[config.mk]
export PLATFORM = sky130hd
export DESIGN_NAME = matrix_coef_bank
export DESIGN_NICKNAME = d
export VERILOG_FILES = /design/src/rtl/matrix_coef_pkg.sv /design/src/rtl/matrix_coef_decode.sv /design/src/rtl/matrix_coef_bank.sv
export SDC_FILE = /design/constraint.sdc
export NUM_CORES = 1
export LEC_CHECK = 0
export BUFFER_PORTS_ARGS = -buffer_cell sky130_fd_sc_hd__clkbuf_2
export CORE_ASPECT_RATIO = 0.8
export CORE_UTILIZATION = 35
export DETAILED_ROUTE_END_ITERATION = 6
export PLACE_DENSITY = 0.57
export SYNTH_ARGS = -nofsm -noshare
export SYNTH_HDL_FRONTEND = slang
export SYNTH_SLANG_ARGS = --single-unit
[constraint.sdc]
create_clock -name system1000 -period 1.8 [get_ports system1000]
set_input_delay 0.36 -clock system1000 [delete_from_list [all_inputs] [get_ports system1000]]
set_output_delay 0.36 -clock system1000 [all_outputs]
set_load 0.03 [all_outputs]
[src/rtl/matrix_coef_pkg.sv]
// Shared constants and types for the matrix coefficient bank.
package matrix_coef_pkg;

  // Bit positions inside a control register write.
  localparam int unsigned CTRL_ARM_BIT   = 0;
  localparam int unsigned CTRL_IMM_BIT   = 1;
  localparam int unsigned CTRL_ABORT_BIT = 2;

  localparam int unsigned DEFAULT_DW        = 32;
  localparam int unsigned DEFAULT_AW        = 20;
  localparam logic [19:0] DEFAULT_BASE_ADDR = 20'h00040;

  typedef enum logic {
    StIdle,
    StArmed
  } coef_state_e;

endpackage

[src/rtl/matrix_coef_decode.sv]
// Address decoder: classifies a bus address as a coefficient slot, the control
// register, or neither. Misaligned addresses never hit.
module matrix_coef_decode #(
  parameter int unsigned       N_COEF    = 9,
  parameter int unsigned       AW        = 20,
  parameter logic [AW-1:0]     BASE_ADDR = 20'h00040,
  parameter logic [AW-1:0]     CTRL_ADDR = 20'h00064,
  parameter int unsigned       IW        = 4
) (
  input  logic [AW-1:0] addr,
  output logic          hit_coef,
  output logic          hit_ctrl,
  output logic [IW-1:0] index
);

  logic [AW-1:0] word;
  logic          aligned;

  // Word offset from the base, range and alignment checks.
  always_comb begin
    aligned  = (addr[1:0] == 2'b00);
    word     = (addr - BASE_ADDR) >> 2;
    hit_coef = aligned && (addr >= BASE_ADDR) && (word < AW'(N_COEF));
    hit_ctrl = aligned && (addr == CTRL_ADDR);
    index    = word[IW-1:0];
  end

endmodule

[src/rtl/matrix_coef_bank.sv]
// Double-buffered coefficient bank: software writes shadow registers, then a
// commit copies them to the active set on a frame boundary (or immediately).
// Optional readback of shadow/control is enabled by MATRIX_COEF_READBACK_EN.
module matrix_coef_bank
  import matrix_coef_pkg::*;
#(
  parameter int unsigned   N_COEF    = 9,
  parameter int unsigned   DW        = DEFAULT_DW,
  parameter int unsigned   AW        = DEFAULT_AW,
  parameter logic [AW-1:0] BASE_ADDR = AW'(DEFAULT_BASE_ADDR),
  parameter logic [AW-1:0] CTRL_ADDR = BASE_ADDR + AW'(4 * N_COEF)
) (
  input  logic                 system1000,
  input  logic                 system1000_rstn,
  input  logic                 wr_en,
  input  logic [AW-1:0]        wr_addr,
  input  logic [DW-1:0]        wr_data,
  input  logic                 rd_en,
  input  logic [AW-1:0]        rd_addr,
  output logic [DW-1:0]        rd_data,
  output logic                 rd_ack,
  input  logic                 frame_strobe,
  output logic [N_COEF*DW-1:0] coef_active,
  output logic                 commit_pending,
  output logic                 commit_done
);

  localparam int unsigned IW = (N_COEF > 1) ? $clog2(N_COEF) : 1;

  logic [DW-1:0] shadow_q [N_COEF];
  logic [DW-1:0] active_q [N_COEF];
  coef_state_e   state_q, state_d;
  logic          commit_done_q;
  logic          copy;

  logic          w_hit_coef, w_hit_ctrl;
  logic [IW-1:0] w_idx;
  logic          ctrl_wr, ctrl_arm, ctrl_imm, ctrl_abort;

  matrix_coef_decode #(
    .N_COEF    (N_COEF),
    .AW        (AW),
    .BASE_ADDR (BASE_ADDR),
    .CTRL_ADDR (CTRL_ADDR),
    .IW        (IW)
  ) u_wr_decode (
    .addr     (wr_addr),
    .hit_coef (w_hit_coef),
    .hit_ctrl (w_hit_ctrl),
    .index    (w_idx)
  );

  // Control strobes; immediate beats abort, abort beats arm.
  always_comb begin
    ctrl_wr    = wr_en && w_hit_ctrl;
    ctrl_imm   = ctrl_wr && wr_data[CTRL_IMM_BIT];
    ctrl_abort = ctrl_wr && wr_data[CTRL_ABORT_BIT] && !ctrl_imm;
    ctrl_arm   = ctrl_wr && wr_data[CTRL_ARM_BIT] && !ctrl_imm && !ctrl_abort;
  end

  // Commit FSM next-state and copy decision.
  always_comb begin
    state_d = state_q;
    copy    = 1'b0;
    unique case (state_q)
      StIdle: begin
        // A strobe in the arming cycle is deliberately ignored: we are still idle.
        if (ctrl_imm) begin
          copy = 1'b1;
        end else if (ctrl_arm) begin
          state_d = StArmed;
        end
      end
      StArmed: begin
        if (ctrl_imm) begin
          copy    = 1'b1;
          state_d = StIdle;
        end else if (ctrl_abort) begin
          state_d = StIdle;
        end else if (frame_strobe) begin
          copy    = 1'b1;
          state_d = StIdle;
        end
      end
      default: state_d = StIdle;
    endcase
  end

  // FSM state and the one-cycle commit_done pulse.
  always_ff @(posedge system1000 or negedge system1000_rstn) begin
    if (!system1000_rstn) begin
      state_q       <= StIdle;
      commit_done_q <= 1'b0;
    end else begin
      state_q       <= state_d;
      commit_done_q <= copy;
    end
  end

  // Shadow writes and shadow-to-active copy; copy sees the pre-write shadow.
  always_ff @(posedge system1000 or negedge system1000_rstn) begin
    if (!system1000_rstn) begin
      for (int k = 0; k < int'(N_COEF); k++) begin
        shadow_q[k] <= '0;
        active_q[k] <= '0;
      end
    end else begin
      for (int k = 0; k < int'(N_COEF); k++) begin
        if (wr_en && w_hit_coef && (w_idx == IW'(k))) begin
          shadow_q[k] <= wr_data;
        end
        if (copy) begin
          active_q[k] <= shadow_q[k];
        end
      end
    end
  end

  for (genvar k = 0; k < int'(N_COEF); k++) begin : g_active
    assign coef_active[k*DW +: DW] = active_q[k];
  end

  assign commit_pending = (state_q == StArmed);
  assign commit_done    = commit_done_q;

`ifdef MATRIX_COEF_READBACK_EN
  logic          r_hit_coef, r_hit_ctrl;
  logic [IW-1:0] r_idx;
  logic [DW-1:0] rd_mux;
  logic [DW-1:0] rd_data_q;
  logic          rd_ack_q;

  matrix_coef_decode #(
    .N_COEF    (N_COEF),
    .AW        (AW),
    .BASE_ADDR (BASE_ADDR),
    .CTRL_ADDR (CTRL_ADDR),
    .IW        (IW)
  ) u_rd_decode (
    .addr     (rd_addr),
    .hit_coef (r_hit_coef),
    .hit_ctrl (r_hit_ctrl),
    .index    (r_idx)
  );

  // Read mux over shadow registers and control status.
  always_comb begin
    rd_mux = '0;
    if (r_hit_coef) begin
      for (int k = 0; k < int'(N_COEF); k++) begin
        if (r_idx == IW'(k)) begin
          rd_mux = shadow_q[k];
        end
      end
    end else if (r_hit_ctrl) begin
      rd_mux = {{(DW-1){1'b0}}, commit_pending};
    end
  end

  // Registered read response; data forced to zero outside the ack cycle.
  always_ff @(posedge system1000 or negedge system1000_rstn) begin
    if (!system1000_rstn) begin
      rd_ack_q  <= 1'b0;
      rd_data_q <= '0;
    end else begin
      rd_ack_q  <= rd_en;
      rd_data_q <= rd_en ? rd_mux : '0;
    end
  end

  assign rd_ack  = rd_ack_q;
  assign rd_data = rd_data_q;
`else
  logic unused_rd;
  assign unused_rd = ^{rd_en, rd_addr};
  assign rd_ack    = 1'b0;
  assign rd_data   = '0;
`endif

endmodule

==> results.yml, run 1 <==
outcome:
  status: "complete, no violations"
clock_network:
  clk_path_buf_depth: 3
  clkLatencyLatePin_ps: 590
  cts_setup_buffers: 0
  clockRootBuffer: "clkbuf_16"
  htreeDepth: 3
  cts_tree: "done"
  cts.sinks: 578
  numCtsBuffers: 66
  path_clk_slew_ps: 60
yosys:
  synth_warnings: 0
  synth_ff_type: "dfrtp_1"
  synth.avg_cell_area_sq_um: 11.2
  ys_ff_latch: 578
  synth_edf_count: 0
  syn-instance-count: 2378
  synth_area_leaders: "dfrtp_1, o211ai_1, mux2_2"
  synth_top_area_cell: "dfrtp_1"
  ys_seq_area_share_pct: 54.2
  async_reset_ff_share_pct: 100
  netlist.area_leader.share_pct: 54.2
  syn_area_sq_mm: 0.0267
  synthDistinctLibCells: 30
sta:
  grt_setup_unrepaired: "no"
  setup-violations-final: 0
  finalWorstSetupSlack_ps: 151
  drv_slew: 0
  skew_ps: 19.0
  maxClockFrequency_ghz: 0.606
  finalHoldViolations: 0
  fin_setup_tns_ps: 0
  max-slew-margin-rel_pct: 47.1
  worst_pin_slew_ps: 794
  hold_slack_ps: 150
  min_period_ps: 1650
  period_share_pct: 91.6
global_route:
  first_global_vias: 21726
  antenna_found_initial: 20
  gr-total-overflow: 0
  grt_usage_pct: 24.7
  grt_pass1_wl_um: 145000
  grt_start_max_net_pins: 126
placement:
  portBuffers: 345
  dpl.hpwl_um: 58500
  place.gp.congestion: 0.794
  post-place-ws_ps: -408
layout:
  post-route-util_pct: 43.5
  drive_gt1_share_pct: 33.4
  multi_input_area_sq_mm: 0.0111
  layout_commonest_cell: "dfrtp_1"
  final_nets: 2728
  layout_common_cells: "dfrtp_1, o211ai_1, clkbuf_2, nand3_1, mux2_2"
  fillers: 7034
  syn_to_final_growth_pct: 23.1
  seq_area_sq_mm: 0.0145
worst_setup_path:
  arrival_ps: 2090
  max_stage_delay_ps: 410
  critPathMaxFanout: 32
  critPathKind: "reg -> reg"
  path_cells: "and2_4, o21a_4, buf_4, o211ai_1"
  cp_slowest_cell: "buf_4"
  crit-reg2reg-launch: "commit_pending"
  endpoint: "coef_active[98]"
  critPathRequiredTime_ps: 2240
  worst_setup_path_end_kind: "flop"
  r2r_end: "coef_active[98]"
  r2r_cells: 4
  cp-start-kind: "flop"
  rrSetupSlack_ps: 150
  crit_start: "commit_pending"
power:
  p_switching_w: 0.00626
  ir_worst_vdd_v: 0.000560
  combPwrFrac_pct: 3.8
  powerDensity_mw_per_mm2: 845
  p_seq_share_pct: 46.8
  total_power_w: 0.0277
  power.internal_w: 0.0215
  p_clk_share_pct: 49.4
  switching_share_pct: 22.6
  p_leak_nw: 14.7
min_path:
  hold_path.class: "in -> reg"
die:
  io_pins: 400
  design.die.area_sq_mm: 0.0773
  die_h_um: 249
  coreArea_sq_mm: 0.0754
  rows: 90
  initial_core_util_pct: 35.3
  die_x_um: 311
drt:
  route.detailed.drc: 0
  routedWlPerCell_um: 26.1
  wl_um: 97100
  drtPass1Iterations: 5
  ant_nets: 0
  via_per_inst: 6.01
  first_iter_violations: 2001
  vias: 22326
job:
  drv_cap: 0
[sequential cells by signal, summed over array words and instances, names as in the netlist]
signal and flops:
coef_active 288, shadow_q 288, commit_done 1, commit_pending 1
[synthesized netlist by cell type (2+ instances only)]
cell type / n
nor2b_1: 4
o21ai_1: 2
o21ai_0: 286
buf_4: 47
o21a_1: 2
buf_1: 17
o2111ai_1: 9
and2_1: 2
nor3_1: 3
nor2_1: 3
buf_2: 45
dfrtp_1: 578
o211ai_1: 576
nand3_1: 290
nor4b_2: 3
clkbuf_1: 210
mux2_2: 288
[area by class of cell]
cell class | instances | share of cell area (%)
Sequential cell | 578 | 44.1
Multi-Input combinational cell | 1511 | 33.9
Timing Repair Buffer | 493 | 11.4
Clock buffer | 102 | 6.28
Tap cell | 1012 | 3.86
Clock inverter | 9 | 0.389
Antenna cell | 10 | 0.0762
Inverter | 1 | 0.0114
[critical path: cells and delay by family (launching register included)]
kind | cells | cell delay [ps]
flip-flops | 1 | 380
buffers and inverters | 1 | 410
AO/OA/AOI/OAI | 2 | 500
AND/OR/NAND/NOR | 1 | 200
[worst min path at each step]
stage,cells after the start,startpoint,to,slack [ps]
after floorplan,0,system1000_rstn,coef_active[0],60
after global placement,1,system1000_rstn,coef_active[55],280
after detailed placement,1,system1000_rstn,shadow_q[252],280
after CTS,4,frame_strobe,commit_pending,100
after global routing,4,frame_strobe,commit_pending,120
final,4,frame_strobe,commit_pending,150
[power groups by stage]
stage | Sequential (W) | Clock (W) | Combinational, W
floorplan | 0.0132 | 0 | 0.000228
global placement | 0.0132 | 0 | 0.00106
detailed placement | 0.0132 | 0 | 0.00107
CTS | 0.0130 | 0.0140 | 0.00108
global route | 0.0130 | 0.0145 | 0.00113
finish | 0.0130 | 0.0137 | 0.00105
[logic make-up after synthesis]
logic type / after synthesis / synth area share, %
compound gates: 879 / 22.1
buf+inv: 321 / 5.42
flops: 578 / 54.2
mux: 288 / 12.2
other cells: 1 / 0.0141
simple gates: 311 / 6.09
[repair_timing]
action,in CTS,in global routing
gates resized for setup,0,0
hold buffers,1,0
endpoints found under the setup margin,0,0
endpoints found under the hold margin,29,0
[through the flow]
step | cell area [sq um] | std cells
CTS | 32800 | 3706
floorplan | 27200 | 2410
global route | 32800 | 3706
global placement | 30600 | 3594
finish | 32800 | 3716
detailed placement | 30600 | 3594
[routing by layer]
metal	vias up	GRT usage, %	wire length, um
met5	-	0	9
met4	2	8.12	2690
met3	149	6.49	8320
met2	963	36.3	43800
met1	11626	35.1	42300
li1	9586	-	-
(Power assumes the default switching activity.)
==> run 2, diff against run 1 <==
==> constraint.sdc (replaced) <==
create_clock -name system1000 -period 1.8 [get_ports system1000]
set_input_delay 0.54 -clock system1000 [delete_from_list [all_inputs] [get_ports system1000]]
set_output_delay 0.54 -clock system1000 [all_outputs]
set_load 0.03 [all_outputs]
==> run 2 against run 1 <==
Net effect:
- die area unchanged
- combinational power about the same
- register-to-register slack worse by 50 ps
- non-clock buffer count up 36
- critical path depth down 3
- first-iteration DRC count up 25%
- critical path type is now reg -> out
- wire length up 0.27%
- sequential share of layout area down 0.97 points
- setup slack worse by 130 ps
- utilization up 1.0 points
- fmax down 7.3%
==> results.yml, run 2 (same netlist as run 1, synthesis figures left out) <==
layout:
  syn_to_final_growth_pct: 26.0
  layout_common_cells: "o211ai_1, dfrtp_1, nand3_1, mux2_2, o21ai_0"
  seq_area_sq_mm: 0.0145
  fillers: 6933
  multi_input_area_sq_mm: 0.0111
  drive_gt1_share_pct: 34.8
  final_nets: 2759
  layout_commonest_cell: "o211ai_1"
die:
  die_h_um: 249
  coreArea_sq_mm: 0.0754
  design.die.area_sq_mm: 0.0773
  initial_core_util_pct: 35.3
  io_pins: 400
  die_x_um: 311
  rows: 90
worst_setup_path:
  cp-start-kind: "flop"
  crit_start: "coef_active[261]"
  r2r_end: "coef_active[111]"
  arrival_ps: 1240
  r2r_cells: 4
  critPathBufInv: 1
  critPathKind: "reg -> out"
  crit-reg2reg-launch: "commit_pending"
  cp_slowest_cell: "dfrtp_1"
  critPathMaxFanout: 2
  critPathRequiredTime_ps: 1260
  worstSetupPathDepth: 1
  worst_setup_path_end_kind: "output pin"
  crit_family: "flip-flops"
  endpoint: "coef_active[261]"
  path_cells: "buf_8"
  rrSetupSlack_ps: 100
  max_stage_delay_ps: 450
sta:
  grt_setup_unrepaired: "yes"
  fin_setup_tns_ps: 0
  skew_ps: 29.9
  worst_pin_slew_ps: 747
  period_share_pct: 98.9
  hold_slack_ps: 256
  drv_slew: 0
  min_period_ps: 1780
  setup-violations-final: 0
  maxClockFrequency_ghz: 0.562
  max-slew-margin-rel_pct: 50.2
  finalHoldViolations: 0
power:
  ir_worst_vdd_v: 0.000580
  powerDensity_mw_per_mm2: 814
  total_power_w: 0.0274
  p_leak_nw: 15.0
drt:
  routedWlPerCell_um: 26.0
  vias: 22547
  route.detailed.drc: 0
  ant_nets: 0
  first_iter_violations: 2498
  m1WireLength_um: 40900
  drtPass1Iterations: 6
  met3_length_um: 7940
  wl_um: 97400
  routed.top_layer: "met4"
  wl_met2_um: 44900
  via_per_inst: 6.02
global_route:
  antenna_found_initial: 21
  gr-total-overflow: 0
  grt_usage_pct: 24.4
  grt_start_max_net_pins: 82
  first_global_vias: 21861
  grt_pass1_wl_um: 144000
clock_network:
  numCtsBuffers: 61
  clockRootBuffer: "clkbuf_16"
  htreeDepth: 2
  cts_tree: "done"
  clk_path_buf_depth: 3
  clkLatencyLatePin_ps: 630
  path_clk_slew_ps: 60
  cts.sinks: 578
job:
  drv_cap: 0
min_path:
  hp-start: "wr_data[1]"
  hold_path.class: "in -> reg"
placement:
  place.gp.congestion: 0.799
  portBuffers: 345
  dpl.hpwl_um: 59100
outcome:
  status: "complete, no violations"
run 2: cell count changes in the layout (fill, tap and decap cells not counted), sizes merged:
cell,before,now
bufinv,3,6
clkbuf,446,386
clkinv,4,11
diode,10,4
buf,148,234
clkinvlp,0,2
run 2: power by group:
group	switching (W)	total [W]	internal [W]	leakage [nW]
sequential	0.000000166	0.0130	0.0130	8.06
combinational	0.000846	0.00104	0.000194	5.87
clock	0.00548	0.0133	0.00785	1.04
run 2: how the worst min path moves through the flow:
stage	endpoint	slack, ps	cells after the start
global placement	shadow_q[94]	420	1
floorplan	coef_active[0]	240	0
global route	shadow_q[225]	240	2
finish	shadow_q[225]	260	2
CTS	shadow_q[225]	220	2
detailed placement	shadow_q[94]	420	1
run 2: what timing repair did:
action | 4_1_cts | 5_1_grt
hold buffers | 1 | 0
endpoints found under the hold margin | 10 | 0
pin swaps | 1 | 1
setup buffers | 3 | 6
setup endpoints to repair | 317 | 89
gates cloned | 0 | 0
resized for setup | 128 | 80
run 2: area by class of cell:
cell class	count	area share, %
flip-flops and latches	578	43.1
multi-input cells	1511	33.2
repair buffers	529	13.7
clock buffers	92	5.45
well taps	1012	3.77
clock inverters	21	0.808
diodes	4	0.0298
inverters	1	0.0112
run 2: through the flow:
step	instances	worst slack, ps	instance area (sq um)	util, %
final	3748	20.1	33600	44.5
after floorplan	2410	-266	27200	-
after detailed placement	3621	-722	30800	40.9
after global routing	3744	-21.7	33600	44.5
after global placement	3621	-718	30800	40.9
after CTS	3738	-35.4	33500	44.4
run 2: metal layers:
metal	track usage, %	vias to the layer above
met5	0	-
met4	9.49	0
met3	4.09	194
met2	37.7	1041
met1	34.2	11671
li1	-	9641
